$ cat src/rtl/fust_table_if.sv
// Dispatch / FU side bus of the functional-unit status table.
// The table takes the slave side; dispatch logic or a bench takes the master side.
interface fust_table_if #(
   parameter int unsigned NUM_FU  = 4,
   parameter int unsigned REG_W   = 5,
   parameter int unsigned NUM_SRC = 2,
   parameter int unsigned FU_W    = $clog2(NUM_FU),
   parameter int unsigned OCC_W   = $clog2(NUM_FU + 1)
);
   logic                     issue_valid;
   logic [FU_W-1:0]          issue_fu;
   logic [REG_W-1:0]         issue_rd;
   logic [NUM_SRC*REG_W-1:0] issue_rs;
   logic                     issue_ready;
   logic                     rd_ack_valid;
   logic [FU_W-1:0]          rd_ack_fu;
   logic                     wb_valid;
   logic [FU_W-1:0]          wb_fu;
   logic [NUM_FU-1:0]        fu_busy;
   logic [NUM_FU-1:0]        fu_ops_ready;
   logic [NUM_FU-1:0]        fu_wb_allow;
   logic [OCC_W-1:0]         occupancy;

   modport master (
      output issue_valid, issue_fu, issue_rd, issue_rs, rd_ack_valid, rd_ack_fu,
             wb_valid, wb_fu,
      input  issue_ready, fu_busy, fu_ops_ready, fu_wb_allow, occupancy
   );

   modport slave (
      input  issue_valid, issue_fu, issue_rd, issue_rs, rd_ack_valid, rd_ack_fu,
             wb_valid, wb_fu,
      output issue_ready, fu_busy, fu_ops_ready, fu_wb_allow, occupancy
   );
endinterface

$ cat src/rtl/fust_table.sv
// Functional-unit status table: per-FU row tracking, register result status,
// wakeup on writeback and RAW/WAW/WAR hazard resolution between dispatch and the FUs.
module fust_table #(
   parameter int unsigned NUM_FU  = 4,
   parameter int unsigned REG_W   = 5,
   parameter int unsigned NUM_SRC = 2,
   parameter int unsigned FU_W    = $clog2(NUM_FU),
   parameter int unsigned OCC_W   = $clog2(NUM_FU + 1)
) (
   input logic         CLK,
   input logic         RST,
   fust_table_if.slave bus
);
   localparam int unsigned NREG = 2 ** REG_W;

   typedef enum logic [1:0] {StIdle, StWait, StReady, StExec} row_st_e;

   row_st_e            state_q [NUM_FU];
   logic [REG_W-1:0]   rd_q    [NUM_FU];
   logic [REG_W-1:0]   rs_q    [NUM_FU][NUM_SRC];
   logic [FU_W-1:0]    tag_q   [NUM_FU][NUM_SRC];
   logic [NUM_SRC-1:0] rdy_q   [NUM_FU];
   logic               res_pend_q [NREG];
   logic [FU_W-1:0]    res_fu_q   [NREG];
   logic [OCC_W-1:0]   occ_q;

   logic [NUM_FU-1:0]  busy, read, busy_nxt;
   logic [NUM_SRC-1:0] rdy_nxt [NUM_FU];
   logic [NUM_SRC-1:0] new_rdy;
   logic [REG_W-1:0]   new_rs  [NUM_SRC];
   logic [FU_W-1:0]    new_tag [NUM_SRC];
   logic               accept, wb_hit, ack_hit;
   logic [OCC_W-1:0]   occ_nxt;

   always_comb begin
      busy     = '0;
      read     = '0;
      busy_nxt = '0;
      occ_nxt  = '0;
      new_rdy  = '0;
      for (int i = 0; i < NUM_FU; i++) begin
         busy[i] = (state_q[i] != StIdle);
         read[i] = (state_q[i] == StExec);
      end
      // Ready decision uses pre-writeback state only: WAW on pending rd, structural on busy FU.
      bus.issue_ready = !busy[bus.issue_fu] &&
                        !((bus.issue_rd != '0) && res_pend_q[bus.issue_rd]);
      accept  = bus.issue_valid && bus.issue_ready;
      wb_hit  = bus.wb_valid && (state_q[bus.wb_fu] == StExec);
      ack_hit = bus.rd_ack_valid && (state_q[bus.rd_ack_fu] == StReady);

      for (int k = 0; k < NUM_SRC; k++) begin
         new_rs[k]  = bus.issue_rs[k*REG_W +: REG_W];
         new_tag[k] = res_fu_q[new_rs[k]];
         // A producer completing this very cycle counts as already available.
         new_rdy[k] = (new_rs[k] == '0) || !res_pend_q[new_rs[k]] ||
                      (wb_hit && (new_tag[k] == bus.wb_fu));
      end

      for (int i = 0; i < NUM_FU; i++) begin
         rdy_nxt[i] = rdy_q[i];
         for (int k = 0; k < NUM_SRC; k++) begin
            if (wb_hit && busy[i] && !rdy_q[i][k] && (tag_q[i][k] == bus.wb_fu)) begin
               rdy_nxt[i][k] = 1'b1;
            end
         end
         if (accept && (bus.issue_fu == FU_W'(i))) begin
            busy_nxt[i] = 1'b1;
         end else if (wb_hit && (bus.wb_fu == FU_W'(i))) begin
            busy_nxt[i] = 1'b0;
         end else begin
            busy_nxt[i] = busy[i];
         end
         occ_nxt = occ_nxt + OCC_W'(busy_nxt[i]);
      end

      bus.fu_busy     = busy;
      bus.occupancy   = occ_q;
      bus.fu_wb_allow = '1;
      for (int i = 0; i < NUM_FU; i++) begin
         bus.fu_ops_ready[i] = busy[i] && (&rdy_q[i]) && !read[i];
         // WAR: another row still has to read the old value of our destination.
         for (int j = 0; j < NUM_FU; j++) begin
            for (int k = 0; k < NUM_SRC; k++) begin
               if ((j != i) && busy[j] && !read[j] && rdy_q[j][k] &&
                   (rs_q[j][k] == rd_q[i])) begin
                  bus.fu_wb_allow[i] = 1'b0;
               end
            end
         end
      end
   end

   always_ff @(posedge CLK) begin
      if (RST) begin
         for (int i = 0; i < NUM_FU; i++) begin
            state_q[i] <= StIdle;
            rd_q[i]    <= '0;
            rdy_q[i]   <= '0;
            for (int k = 0; k < NUM_SRC; k++) begin
               rs_q[i][k]  <= '0;
               tag_q[i][k] <= '0;
            end
         end
         for (int r = 0; r < NREG; r++) begin
            res_pend_q[r] <= 1'b0;
            res_fu_q[r]   <= '0;
         end
         occ_q <= '0;
      end else begin
         for (int i = 0; i < NUM_FU; i++) begin
            unique case (state_q[i])
               StIdle: begin
                  if (accept && (bus.issue_fu == FU_W'(i))) begin
                     rd_q[i]    <= bus.issue_rd;
                     rdy_q[i]   <= new_rdy;
                     state_q[i] <= (&new_rdy) ? StReady : StWait;
                     for (int k = 0; k < NUM_SRC; k++) begin
                        rs_q[i][k]  <= new_rs[k];
                        tag_q[i][k] <= new_tag[k];
                     end
                  end
               end
               StWait: begin
                  rdy_q[i] <= rdy_nxt[i];
                  if (&rdy_nxt[i]) state_q[i] <= StReady;
               end
               StReady: begin
                  if (ack_hit && (bus.rd_ack_fu == FU_W'(i))) state_q[i] <= StExec;
               end
               StExec: begin
                  if (wb_hit && (bus.wb_fu == FU_W'(i))) begin
                     state_q[i] <= StIdle;
                     rd_q[i]    <= '0;
                     rdy_q[i]   <= '0;
                     for (int k = 0; k < NUM_SRC; k++) begin
                        rs_q[i][k]  <= '0;
                        tag_q[i][k] <= '0;
                     end
                  end
               end
            endcase
         end
         if (wb_hit && (res_fu_q[rd_q[bus.wb_fu]] == bus.wb_fu)) begin
            res_pend_q[rd_q[bus.wb_fu]] <= 1'b0;
         end
         // Later assignment wins: a same-cycle issue to the register overrides the clear.
         if (accept && (bus.issue_rd != '0)) begin
            res_pend_q[bus.issue_rd] <= 1'b1;
            res_fu_q[bus.issue_rd]   <= bus.issue_fu;
         end
         occ_q <= occ_nxt;
      end
   end
endmodule
$ cat src/flat_wrapper.sv
// flat-port wrapper written by rule: the top's interface ports become plain ports
module fust_table_flat 
#(
   parameter int unsigned NUM_FU  = 4,
   parameter int unsigned REG_W   = 5,
   parameter int unsigned NUM_SRC = 2,
   parameter int unsigned FU_W    = $clog2(NUM_FU),
   parameter int unsigned OCC_W   = $clog2(NUM_FU + 1)
)
  (CLK, RST, bus_issue_valid, bus_issue_fu, bus_issue_rd, bus_issue_rs, bus_rd_ack_valid, bus_rd_ack_fu, bus_wb_valid, bus_wb_fu, bus_issue_ready, bus_fu_busy, bus_fu_ops_ready, bus_fu_wb_allow, bus_occupancy);
  fust_table_if #(.NUM_FU(NUM_FU), .REG_W(REG_W), .NUM_SRC(NUM_SRC), .FU_W(FU_W), .OCC_W(OCC_W)) bus_i ();
  input logic CLK;
  input logic RST;
  input wire logic [$bits(bus_i.issue_valid)-1:0] bus_issue_valid;
  input wire logic [$bits(bus_i.issue_fu)-1:0] bus_issue_fu;
  input wire logic [$bits(bus_i.issue_rd)-1:0] bus_issue_rd;
  input wire logic [$bits(bus_i.issue_rs)-1:0] bus_issue_rs;
  input wire logic [$bits(bus_i.rd_ack_valid)-1:0] bus_rd_ack_valid;
  input wire logic [$bits(bus_i.rd_ack_fu)-1:0] bus_rd_ack_fu;
  input wire logic [$bits(bus_i.wb_valid)-1:0] bus_wb_valid;
  input wire logic [$bits(bus_i.wb_fu)-1:0] bus_wb_fu;
  output wire logic [$bits(bus_i.issue_ready)-1:0] bus_issue_ready;
  output wire logic [$bits(bus_i.fu_busy)-1:0] bus_fu_busy;
  output wire logic [$bits(bus_i.fu_ops_ready)-1:0] bus_fu_ops_ready;
  output wire logic [$bits(bus_i.fu_wb_allow)-1:0] bus_fu_wb_allow;
  output wire logic [$bits(bus_i.occupancy)-1:0] bus_occupancy;
  assign bus_i.issue_valid = bus_issue_valid;
  assign bus_i.issue_fu = bus_issue_fu;
  assign bus_i.issue_rd = bus_issue_rd;
  assign bus_i.issue_rs = bus_issue_rs;
  assign bus_i.rd_ack_valid = bus_rd_ack_valid;
  assign bus_i.rd_ack_fu = bus_rd_ack_fu;
  assign bus_i.wb_valid = bus_wb_valid;
  assign bus_i.wb_fu = bus_wb_fu;
  assign bus_issue_ready = bus_i.issue_ready;
  assign bus_fu_busy = bus_i.fu_busy;
  assign bus_fu_ops_ready = bus_i.fu_ops_ready;
  assign bus_fu_wb_allow = bus_i.fu_wb_allow;
  assign bus_occupancy = bus_i.occupancy;
  fust_table #(.NUM_FU(NUM_FU), .REG_W(REG_W), .NUM_SRC(NUM_SRC), .FU_W(FU_W), .OCC_W(OCC_W)) u_core (.CLK(CLK), .RST(RST), .bus(bus_i));
endmodule
$ cat config.mk
export PLATFORM = sky130hd
export DESIGN_NAME = fust_table_flat
export DESIGN_NICKNAME = d
export VERILOG_FILES = /design/src/rtl/fust_table_if.sv /design/src/rtl/fust_table.sv /design/src/flat_wrapper.sv
export SDC_FILE = /design/constraint.sdc
export NUM_CORES = 1
export LEC_CHECK = 0
export BUFFER_PORTS_ARGS = -buffer_cell sky130_fd_sc_hd__buf_2
export CAP_MARGIN = 5
export CORE_MARGIN = 10
export CORE_UTILIZATION = 40
export DETAILED_ROUTE_END_ITERATION = 8
export GPL_ROUTABILITY_DRIVEN = 0
export PLACE_DENSITY_LB_ADDON = 0.1
export SETUP_SLACK_MARGIN = 0.15
export SYNTH_ARGS = -nofsm -noshare
export SYNTH_HDL_FRONTEND = slang
export SYNTH_SLANG_ARGS = --single-unit
export TNS_END_PERCENT = 50
$ cat constraint.sdc
create_clock -name CLK -period 3.5 [get_ports CLK]
set_input_delay 0.525 -clock CLK [delete_from_list [all_inputs] [get_ports CLK]]
set_output_delay 0.525 -clock CLK [all_outputs]
set_load 0.01 [all_outputs]
* Yosys cells after proc, flatten, opt, wreduce, memory -nomap -nowiden
Memories as Yosys holds them, arrays and structs flattened. Index checks and enable logic that the tools add are counted.
Word-level totals: bits in read-only memories 0, input bits 26, output and inout bits 16, memories kept 7, memory bits (writable) 188, bits in registers 3, bits in latches 0
Memory list:
- u_core.res_fu_q | depth 32, width 2, rd ports 3, clocked after Yosys merged registers in 0, write ports 32, line fust_table.sv:24 | logic [FU_W-1:0] res_fu_q [NREG];
- u_core.rs_q | depth 4, width 10, rd ports 4, clocked after Yosys merged registers in 0, write ports 4, line fust_table.sv:20 | logic [REG_W-1:0] rs_q [NUM_FU][NUM_SRC];
- u_core.res_pend_q | depth 32, width 1, rd ports 3, clocked after Yosys merged registers in 0, write ports 32, line fust_table.sv:23 | logic res_pend_q [NREG];
- u_core.rd_q | depth 4, width 5, rd ports 5, clocked after Yosys merged registers in 0, write ports 4, line fust_table.sv:19 | logic [REG_W-1:0] rd_q [NUM_FU];
- u_core.tag_q | depth 4, width 4, rd ports 4, clocked after Yosys merged registers in 0, write ports 4, line fust_table.sv:21 | logic [FU_W-1:0] tag_q [NUM_FU][NUM_SRC];
- u_core.rdy_q | depth 4, width 2, rd ports 4, clocked after Yosys merged registers in 0, write ports 4, line fust_table.sv:22 | logic [NUM_SRC-1:0] rdy_q [NUM_FU];
- +1 memories
Operators by class: divide/modulo/power cells 0, equality and inequality tests 58, $lt $le $gt $ge 1, $add $sub $neg 3, reductions and logical operators 131, multiplexer cells 204, shift operators 0, multiply operators 0, bitwise logic cells 68
Operators with widths (count):
- $mux W5 | 27
- $mux W1 | 130
- $eq A5 B5 Y1 | 24
- $mux W2 | 46
- $logic_and A1 B1 Y1 | 85
- $or A1 B1 Y1 | 68
- $eq A2 B2 Y1 const B | 16
- $eq A2 B2 Y1 | 11
- $reduce_and A2 Y1 | 9
- $logic_not A1 Y1 | 16
- $eq A2 B1 Y1 const B | 7
- $logic_not A2 Y1 | 7
- $logic_not A5 Y1 | 2
- $reduce_bool A2 Y1 | 4
- $add A3 B1 Y3 | 2
- $reduce_bool A5 Y1 | 1
- $logic_or A1 B1 Y1 | 4
- $lt A2 B3 Y1 const B | 1
- $add A1 B1 Y2 | 1
- $bmux W1 S2 | 1
- $reduce_or A1 Y1 | 2
- $reduce_or A2 Y1 | 1

* Depth between registers and ports, before layout
An unclocked memory read counts as a cell.
depth in word-level cells 16, gate-level depth with buffers 12

* Worst setup path after synthesis
OpenSTA, ideal clock, no wires.
path kind input to register, start point input port bus_issue_rd[2], end point register u_core.occ_q[1], in the netlist u_core.bus.occupancy[1], setup time 0.127 ns, data arrival time 3.269 ns, required time 3.373 ns, slack 0.104 ns, cell stages on the path 12, cells stage by stage clkbuf_1 > clkbuf_1 > nor3b_2 > a22oi_1 > and4_1 > o211ai_1 > nor3b_1 > or2_2 > ha_1 > fa_1 > ha_1 > nor2b_1
On the way: word-level cells in the longest chain between the ends 10, elaborated cells between the ends (all ways) 17
RTL lines:
- start, declared | line flat_wrapper.sv:16 | input wire logic [$bits(bus_i.issue_rd)-1:0] bus_issue_rd;
- $mem_v2 Z32 W1 or $reduce_bool A5 Y1 (tied branches)
- $logic_and A1 B1 Y1 * | line fust_table.sv:47 | !((bus.issue_rd != '0) && res_pend_q[bus.issue_rd]);
- $logic_not A1 Y1 * | line fust_table.sv:47
- $logic_and A1 B1 Y1 * | line fust_table.sv:46 | bus.issue_ready = !busy[bus.issue_fu] &&
- $logic_and A1 B1 Y1 * | line fust_table.sv:48 | accept = bus.issue_valid && bus.issue_ready;
- $logic_and A1 B1 Y1 | line fust_table.sv:67 | if (accept && (bus.issue_fu == FU_W'(i))) begin
- $mux W1 | line fust_table.sv:67
- $add A1 B1 Y2 | line fust_table.sv:74 | occ_nxt = occ_nxt + OCC_W'(busy_nxt[i]);
- $add A3 B1 Y3 | line fust_table.sv:74
- $add A3 B1 Y3 * | line fust_table.sv:74
- named net u_core.occ_nxt[1] | line fust_table.sv:33 | logic [OCC_W-1:0] occ_nxt;
- end signal, assigned | line fust_table.sv:152 | occ_q <= occ_nxt;
- end, declared | line fust_table.sv:25 | logic [OCC_W-1:0] occ_q;
The timed path passes the listed nets; every way through them passes the cells marked *. A chain may end at the register's enable or synchronous reset.

==> metrics.txt <==
Yosys Warn Count 0; Slew HR 57.69%; cell family with most CP delay adder cells; initial antenna violation count 0; fraction of the mapped netlist area in compound gates 8.233%; Design Power 5.926 mW; synthesized-area fraction occupied by adder cells 1.896%; async set or reset register ratio after synthesis 0%; setup tns final 0 ns; Inserted Diodes 0; # Max-Cap Violations 0; chip width 199.8 um; Arr. time, crit path 3.53 ns; WP buf/inv 1; clk_skew 0.01399 ns; core area 31720 um^2; worst hold margin 0.4545 ns; Req. time, crit path 3.83 ns; Die Ht 199.8 um; Wirelength per Cell 25.50 um; Worst path slowest cell mux4_2; largest family of logic cells by synthesized area simple AND/OR/NAND/NOR gates; Placed Cells 1704; Post-CTS Setup Inserts 0; top cells by count, synth edfxtp_1 (149), nor2_1 (107), nand2_1 (93); number of synthesized flops with an enable pin 149; Design Area, Final 14920 um^2; Crit. End Element flop; Initial Util 40.77%; Post-Syn Area 12930 um^2; cts bufs inserted 17; Clock Tree Root clkbuf_16; clock latency on the worst-skew pair 0.46 ns; Max Freq 312.8 MHz; CTS tree yes; PwrDens 397.2 nW/um^2; Rows 65; register area share after synthesis 41.10%; total number of vias 10.19k; Distinct cells, synth 70; critical path class flop to flop; final worst setup slack 0.3028 ns; Tcrit/Tclk final 91.35%; fin nets 1366; H-tree levels 4; # setup viols final 0; Final min period 3.197 ns; Min-Delay Path Class flop to flop; # DRC 0; Syn Area/Cell 10.52 um^2; Synth area leaders edfxtp_1 (35%), mux4_2 (10%), dfxtp_1 (6.5%); status completed; CTS Hold Bufs 0; top_reg_cell synth edfxtp_1; top-count cell post-synth edfxtp_1; drt first pass iters 5; post-synth top area cell edfxtp_1; CTS sink cnt 191; final hold viol count 0; mux contribution to synthesized area 16.11%; xor and xnor area share after synthesis 9.462%; GRT overflow 0; #FFs+latches synth 191; Total Routing Usage GR 22.66%; maximum fanout along the worst path 4; Clock Tree Buf Depth 2; Place WS -0.2640 ns; area added between synthesis and finish 15.35%; num ports 42; worst slew pin tran 0.6346 ns; Finished Core Util 47.03%; HPWL after DPL 33.48 mm; Syn Inst Count 1229; worst path cell trace mux4_2 > a22oi_1 > and4_2 > buf_4 > o211ai_1 > nor3b_1 > or2_2 > ha_1 > fa_1 > ha_1 > nor2b_1; largest net degree at the start of global routing 37; Synth Area in Simple Gates 18.81%; Layout Cells excl Fill 1736; instance area at placement 14320 um^2; unrepaired setup endpoints after global routing false; port bufs 41; CP peak stage delay 0.47 ns; antenna-violating nets left 0; Max VDD drop 317.9 uV; share of layout cells above drive strength 1 23.01%; CP startpoint kind flop; final slew viol count 0; P_leak 5.666 nW; most frequent CP cell ha_1; global-route wire length before repair 66.18 mm; Iteration-0 DRC Markers 848; DRT Wirelength 44.27 mm; via/cell ratio 5.870; Die ar. 39920 um^2; Clk pin slew, worst setup/hold paths 0.07 ns; vias in the first global route 10.35k; share of the synthesized area in the top cell type 34.60%
## layout by cell type (no fill, tap or decap), types with 29 or more instances in the layout
| cell | synthesis | layout |
|---|---|---|
| and2_1 | 53 | 53 |
| buf_2 | 22 | 40 |
| buf_4 | 4 | 120 |
| dfxtp_1 | 42 | 42 |
| edfxtp_1 | 149 | 149 |
| mux2i_1 | 72 | 72 |
| mux4_2 | 59 | 59 |
| nand2_1 | 93 | 93 |
| nand3_1 | 37 | 37 |
| nor2_1 | 107 | 107 |
| nor2b_1 | 29 | 29 |
| nor3_1 | 29 | 29 |
| o21ai_0 | 34 | 34 |
| xnor2_1 | 63 | 63 |
| xor2_1 | 73 | 73 |
## cell type report
cell class,count,area [um^2]
Fill cell,2961,16800
Inverter,23,86.33
Tap cell,402,503.0
Clock inverter,15,168.9
Sequential cell,191,5315
Timing Repair Buffer,173,1349
Clock buffer,17,425.4
Multi-Input combinational cell,915,7071
## power by group
part | total [mW] | internal (mW) | leakage, nW | switching [mW]
clock network | 2.03 | 1.02 | 0.289 | 1.01
registers | 2.68 | 2.56 | 1.88 | 0.118
logic | 1.21 | 0.519 | 3.49 | 0.693
total | 5.93 | 4.10 | 5.67 | 1.82
## path summary, 6_finish.rpt
| check | slack [ns] | from | depth (start not counted) | to |
|---|---|---|---|---|
| max | 0.30 | u_core.res_pend_q[27] | 11 | u_core.bus.occupancy[1] |
| min | 0.45 | u_core.res_pend_q[0] | 2 | u_core.res_pend_q[0] |
| max reg2reg | 0.30 | u_core.res_pend_q[27] | 11 | u_core.bus.occupancy[1] |
| min reg2reg | 0.45 | u_core.res_pend_q[0] | 2 | u_core.res_pend_q[0] |
## kinds of logic (layout without fill, tap and decap cells)
kind of cell,after synthesis,count (layout)
and+or+nand+nor,466,466
DFF,191,191
AOI/OAI and AO/OA,156,156
xor gates and xnor gates,138,138
muxes,134,134
buffers and inverters,124,228
adders and majority gates,19,19
other,1,2
## worst register-to-register path, stage by stage, from the launching register on
cell	delay [ns]
dfxtp_1	0.35
mux4_2	0.47
a22oi_1	0.22
and4_2	0.34
buf_4	0.15
o211ai_1	0.11
nor3b_1	0.26
or2_2	0.16
ha_1	0.24
fa_1	0.40
ha_1	0.27
nor2b_1	0.12
## sequential cells by signal, indices dropped and copies added, names as in the netlist
signal,count
u_core.bus.occupancy,3
u_core.rd_q,20
u_core.rdy_q,8
u_core.res_fu_q,64
u_core.res_pend_q,32
u_core.rs_q,40
u_core.state_q,8
u_core.tag_q,16
## per-layer routing
layer  global-route usage [%]  routed length [um]
met2                    37.39               21460
met1                    28.43               18410
met3                    4.186                2624
met4                    10.24                1777
met5                        0                   0
## what timing repair did
action | 4_1_cts | 5_1_grt
setup endpoints to repair | 0 | 1
hold endpoints to repair | 0 | 0
gates resized for setup | 0 | 2
No activity file was read; power rests on OpenSTA's default activity.
